<file path="config.mk">
export PLATFORM = sky130hd
export DESIGN_NAME = gray_seq_ctrl
export DESIGN_NICKNAME = d
export VERILOG_FILES = /design/src/rtl/gray_seq_ctrl.sv
export SDC_FILE = /design/constraint.sdc
export NUM_CORES = 1
export LEC_CHECK = 0
export CAP_MARGIN = 10
export CORE_MARGIN = 2
export CORE_UTILIZATION = 52
export CTS_CLUSTER_SIZE = 14
export DETAILED_ROUTE_END_ITERATION = 7
export GPL_ROUTABILITY_DRIVEN = 0
export PLACE_DENSITY = 0.8
export SETUP_SLACK_MARGIN = 0.1
export SYNTH_ARGS = -nofsm -noshare
export SYNTH_HDL_FRONTEND = slang
export SYNTH_SLANG_ARGS = --single-unit
</file>
<file path="constraint.sdc">
create_clock -name clk -period 2.7 [get_ports clk]
set_input_delay 0.405 -clock clk [delete_from_list [all_inputs] [get_ports clk]]
set_output_delay 0.405 -clock clk [all_outputs]
set_load 0.01 [all_outputs]
</file>
<file path="src/rtl/gray_seq_ctrl.sv">
// gray_seq_ctrl: command-driven stepping controller for a binary position counter
// with a registered, glitch-free Gray-coded image of the position.
module gray_seq_ctrl #(
    parameter int WIDTH = 8,
    parameter int DIV_W = 8
) (
    input  logic             clk,
    input  logic             rst,
    input  logic             cmd_valid,
    output logic             cmd_ready,
    input  logic [WIDTH-1:0] cmd_steps,
    input  logic             cmd_dir,
    input  logic [DIV_W-1:0] cmd_div,
    input  logic             abort,
    input  logic             clr,
    output logic [WIDTH-1:0] bin_out,
    output logic [WIDTH-1:0] gray_out,
    output logic [WIDTH-1:0] steps_left,
    output logic             busy,
    output logic             done,
    output logic             aborted
);

    typedef enum logic [1:0] {IDLE, RUN, DONE} state_t;

    state_t           state_q, state_d;
    logic [WIDTH-1:0] bin_q, bin_d, gray_q, gray_d, steps_q, steps_d;
    logic [DIV_W-1:0] div_q, div_d, pre_q, pre_d;
    logic             dir_q, dir_d, aborted_q, aborted_d;

    always_comb begin
        state_d   = state_q;
        bin_d     = bin_q;
        steps_d   = steps_q;
        div_d     = div_q;
        dir_d     = dir_q;
        pre_d     = pre_q;
        aborted_d = aborted_q;
        case (state_q)
            IDLE: begin
                if (clr) bin_d = '0;
                if (cmd_valid) begin
                    dir_d     = cmd_dir;
                    div_d     = cmd_div;
                    steps_d   = cmd_steps;
                    pre_d     = '0;
                    aborted_d = 1'b0;
                    state_d   = (cmd_steps != '0) ? RUN : DONE;
                end
            end
            RUN: begin
                // abort wins over a coinciding prescaler match: position stays frozen
                if (abort) begin
                    state_d   = DONE;
                    aborted_d = 1'b1;
                end else if (pre_q == div_q) begin
                    pre_d   = '0;
                    bin_d   = dir_q ? bin_q + WIDTH'(1) : bin_q - WIDTH'(1);
                    steps_d = steps_q - WIDTH'(1);
                    if (steps_q == WIDTH'(1)) state_d = DONE;
                end else begin
                    pre_d = pre_q + DIV_W'(1);
                end
            end
            default: state_d = IDLE;
        endcase
        // Gray is encoded from the next binary value so both registers update together
        gray_d = bin_d ^ (bin_d >> 1);
    end

    always_ff @(posedge clk or negedge rst) begin
        if (!rst) begin
            state_q   <= IDLE;
            bin_q     <= '0;
            gray_q    <= '0;
            steps_q   <= '0;
            div_q     <= '0;
            dir_q     <= 1'b0;
            pre_q     <= '0;
            aborted_q <= 1'b0;
        end else begin
            state_q   <= state_d;
            bin_q     <= bin_d;
            gray_q    <= gray_d;
            steps_q   <= steps_d;
            div_q     <= div_d;
            dir_q     <= dir_d;
            pre_q     <= pre_d;
            aborted_q <= aborted_d;
        end
    end

    assign bin_out    = bin_q;
    assign gray_out   = gray_q;
    assign steps_left = steps_q;
    assign aborted    = aborted_q;
    assign busy       = (state_q == RUN);
    assign done       = (state_q == DONE);
    assign cmd_ready  = (state_q == IDLE);

endmodule

</file>
==> results of run 1 <==
flip-flops by register name (all words and copies together), names as in the netlist:
name / count
gray_out: 7
bin_out: 8
pre_q: 8
steps_left: 8
dir_q: 1
div_q: 8
aborted: 1
state_q: 2
layout make-up:
type | count | share of cell area (%)
Clock buffer | 5 | 2.17
Clock inverter | 3 | 0.632
Inverter | 13 | 1.54
Multi-Input combinational cell | 218 | 43.3
Sequential cell | 43 | 34.0
Tap cell | 67 | 2.65
Timing Repair Buffer | 51 | 15.8
worst paths after layout:
kind / startpoint / endpoint / slack (ns)
max: dir_q / gray_out[6] / 0.35
min: rst / div_q[5] / 0.25
max reg2reg: dir_q / gray_out[6] / 0.35
min reg2reg: div_q[6] / div_q[6] / 0.50
max in group asynchronous: rst / pre_q[3] / 1.85
min in group clk: div_q[6] / div_q[6] / 0.50
power groups by stage:
stage	registers (mW)	clock network [mW]	logic, mW
2_1_floorplan	1.04	0	1.08
3_3_place_gp	1.03	0	1.58
3_5_place_dp	1.04	0	1.62
4_1_cts	1.02	0.423	1.63
5_1_grt	1.05	0.447	1.83
6_report	1.02	0.413	1.62
layout by cell type (no fill, tap or decap), types with 3 or more instances in the layout:
cell type and instances:
a22oi_1 3, o21ai_0 28, nor3b_1 3, nand3_1 18, a21oi_1 16, xor2_1 20
o211ai_1 3, clkbuf_8 5, a21o_1 6, ha_1 9, nand2_1 44, a211oi_1 4
inv_1 13, nand2b_1 4, xnor2_1 8, dfrtp_1 43, clkdlybuf4s50_1 48, nor2_1 14
nor3_1 6
synthesized netlist by cell type, types with 6 or more instances:
cell	n
dfrtp_1	43
o21ai_0	28
a21oi_1	16
nor3_1	6
xor2_1	20
nand3_1	18
xnor2_1	8
nand2_1	44
a21o_1	6
nor2_1	14
inv_1	13
ha_1	9
stage by stage:
stage | hold slack (ns) | setup slack (ns) | instances
2_1_floorplan | 0.109 | 0.581 | 283
3_3_place_gp | 0.481 | 0.476 | 392
3_5_place_dp | 0.486 | 0.405 | 392
4_1_cts | 0.272 | 0.379 | 400
5_1_grt | 0.324 | 0.176 | 400
6_report | 0.254 | 0.348 | 400
layer usage:
layer	wire length, um	share of wire, %	vias to the layer above	track usage [%]
met2	2860	50	73	38.2
li1	-	-	1092	-
met1	2460	43	1046	30.2
met3	390	6.8	5	5.28
met5	0	0	-	0
met4	56	0.97	0	6.87
kinds of logic (layout without fill, tap and decap cells):
family          count (synthesis)  count (layout)  synth area share (%)
simple gates                  106             106                  21.2
compound gates                 72              72                  17.1
flops                          43              43                  42.3
xor+xnor                       28              28                  9.64
buf+inv                        22              72                  3.83
fa+ha+maj                      10              10                  5.21
mux                             2               2                 0.787
==> results.cfg, run 1 <==
[run_status]
status = completed

[flow_run]
maxCapViolCount = 0

[global_route]
grt_first_pass_wirelength_mm = 9.59
antenna_found_initial = 0
grt_max_degree = 44
track_usage_pct = 23.0
grt_overflow_total = 0
grt_pass1_vias = 2114

[clocking]
cts_hold_buf = 0
numCtsBuffers = 5
post_cts_buffers = 0
clkSinkCount = 43
tritoncts = done
clk_latency_ns = 0.30
clk_pin_slew_ns = 0.08
cts_resized = 0
htree_levels = 2
clk_path_buf_depth = 2
root_buffer = clkbuf_8

[setup_path]
cp-start-kind = flop
worstPathMaxFanout = 8
required_ns = 2.88
crit_cells = 8
cp_cell_sequence = inv_1, ha_1, a211oi_1, nor4b_1, nand4b_1, and4b_1, nor4_1, a21oi_1
critPathTopFamily = simple AND/OR/NAND/NOR gates
slowest_delay_ns = 0.40
critPathArrivalTime_ns = 2.54
critPathCaptureType = flop
cp_slowest_cell = dfrtp_1
worst_r2r_path_depth = 8
path_buf_inv = 1
worstSetupPathType = reg -> reg

[timing]
finalMaxSlewViolations = 0
timing.final.crit_share_pct = 87.1
period_minus_slack_ns = 2.35
hold_violations = 0
worst_pin_slew_ns = 0.963
setup_viol = 0
tns_ns = 0
rsz0062_at_grt = no
slew_headroom_pct = 35.8
finalClockSkew_ns = 0.00536
fmax_mhz = 425

[die]
num_rows = 25
start_util_pct = 53.9
die_area_mm2 = 0.00547
dieHeight_um = 74.0
io_pins = 50
core_area_mm2 = 0.00472
die_w_um = 74.0

[synthesis]
synth_seq_cells = 43
syn_avg_cell_area_um2 = 8.99
synth_top_area_share_pct = 42.3
synth-edff-count = 0
synth_top_area_cell = dfrtp_1
yosysUniqueCellTypes = 44
async_reset_ff_share_pct = 100
postSynthCellCount = 283
syn_nets = 315
synthTopCellsByArea = dfrtp_1 42%, xor2_1 6.9%, nand2_1 6.5%, o21ai_0 5.5%, ha_1 4.4%
ys_seq_area_share_pct = 42.3
synth-warning-count = 0
synth_area_mm2 = 0.00254
synthFlopType = dfrtp_1

[final_layout]
multi_input_area_mm2 = 0.00137
syn_to_final_growth_pct = 24.5
regArea_mm2 = 0.00108
diodes = 0
final_core_util_pct = 67.1
drive_gt1_share_pct = 4.50
fin_nets = 364
fillers = 393
post-route-cell-area_mm2 = 0.00317

[route]
antenna_left = 0
dr.pass1.iters = 4
drt_iter0_drc = 194
viasPerCell = 5.54
drc = 0
drt-total-wl_mm = 5.77
wire_per_inst_um = 14.4
vias = 2216

[power]
p_seq_share_pct = 33.5
power_density_mw_per_mm2 = 966
combPwrFrac_pct = 53.0
p_sw_share_pct = 43.6
vdd_drop_max_v = 0.000471
intPower_mw = 1.73
power_mw = 3.06
netSwitchingPower_mw = 1.33
leakage_nw = 1.47
power.share.clock_pct = 13.5

[placement]
portBuffers = 49
hpwl_mm = 4.22
post_dp_cell_area_mm2 = 0.00308

[hold_path]
hold_class = in -> async
Note: power is estimated with default switching activity, not from simulation.
==> run 2, diff against run 1 <==
Settings changed: MAX_ROUTING_LAYER set to met4.
==> results.cfg, run 2 (same netlist as run 1, synthesis figures left out) <==
[run_status]
status = completed

[hold_path]
hold_class = in -> async

[clocking]
cts_hold_buf = 0
clk_latency_ns = 0.30
post_cts_buffers = 0
numCtsBuffers = 5
cts_resized = 0
clkSinkCount = 43
root_buffer = clkbuf_8
htree_levels = 2
clk_pin_slew_ns = 0.08
clk_path_buf_depth = 2
tritoncts = done

[route]
viasPerCell = 5.55
drt-total-wl_mm = 5.77
antenna_left = 0
drc = 0
drt_iter0_drc = 194
wire_per_inst_um = 14.4
vias = 2218
dr.pass1.iters = 4

[power]
leakage_nw = 1.47
combPwrFrac_pct = 53.0
power_mw = 3.06
p_sw_share_pct = 43.6
power_density_mw_per_mm2 = 966
p_seq_share_pct = 33.5
netSwitchingPower_mw = 1.33
intPower_mw = 1.73
vdd_drop_max_v = 0.000471
power.share.clock_pct = 13.5

[final_layout]
fin_nets = 364
regArea_mm2 = 0.00108
multi_input_area_mm2 = 0.00137
diodes = 0
drive_gt1_share_pct = 4.50
syn_to_final_growth_pct = 24.5
fillers = 393
final_core_util_pct = 67.1
final_cell_mix = 48 x clkdlybuf4s50_1, 44 x nand2_1, 43 x dfrtp_1
final_common_cell = clkdlybuf4s50_1

[timing]
rsz0062_at_grt = no
slew_headroom_pct = 35.8
period_minus_slack_ns = 2.35
fmax_mhz = 425
finalMaxSlewViolations = 0
finalClockSkew_ns = 0.00536
hold_violations = 0
setup_viol = 0
tns_ns = 0
timing.final.crit_share_pct = 87.2
worst_pin_slew_ns = 0.963

[die]
die_w_um = 74.0
core_area_mm2 = 0.00472
start_util_pct = 53.9
dieHeight_um = 74.0
die_area_mm2 = 0.00547
io_pins = 50
num_rows = 25

[global_route]
grt_max_degree = 44
grt_first_pass_wirelength_mm = 9.59
antenna_found_initial = 0
track_usage_pct = 23.7
grt_pass1_vias = 2116
grt_overflow_total = 0

[setup_path]
required_ns = 2.88
critPathCaptureType = flop
critPathArrivalTime_ns = 2.54
worstPathMaxFanout = 8
worstSetupPathType = reg -> reg
cp-start-kind = flop
r2r_slack_ns = 0.35

[flow_run]
maxCapViolCount = 0

[placement]
portBuffers = 49
hpwl_mm = 4.22
[run 2: final timing paths]
check,start,endpoint,cells past startpoint
min in group clk,div_q[6],div_q[6],2
max reg2reg,dir_q,gray_out[6],8
min,rst,div_q[5],1
min reg2reg,div_q[6],div_q[6],2
max,dir_q,gray_out[6],8
max in group asynchronous,rst,pre_q[3],1
[run 2: area by class of cell]
class,count,area share [%]
clock buffers,5,2.17
clock inverters,3,0.632
inverters,13,1.54
multi-input cells,218,43.3
flip-flops and latches,43,34.0
well taps,67,2.65
repair buffers,51,15.8
[run 2: per-layer routing]
metal,vias up,wire [um],track usage (%),share of wire (%)
met4,0,56,6.87,0.97
li1,1092,-,-,-
met3,5,371,5.01,6.4
met1,1048,2480,30.4,43
met5,-,0,-,0
met2,73,2860,38.2,50
[run 2: power by group through the flow]
stage               Sequential (mW)  Combinational (mW)  Clock, mW
global route                   1.05                1.83      0.447
detailed placement             1.04                1.62          0
finish                         1.02                1.62      0.413
global placement               1.03                1.58          0
CTS                            1.02                1.63      0.423
floorplan                      1.04                1.08          0
[run 2: per-stage QoR]
stage                     instance area, um2  worst slack (ns)  hold slack [ns]  cells
after detailed placement                3080             0.405            0.486    392
after CTS                               3170             0.379            0.272    400
final                                   3170             0.346            0.254    400
after floorplan                         2540             0.581            0.109    283
after global placement                  3080             0.476            0.481    392
after global routing                    3170             0.176            0.324    400
[run 2: critical path, cell delays in order, from the launching register on]
cell and delay (ns):
dfrtp_1 0.40, inv_1 0.23, ha_1 0.35, a211oi_1 0.33, nor4b_1 0.09, nand4b_1 0.32, and4b_1 0.27, nor4_1 0.17
a21oi_1 0.07
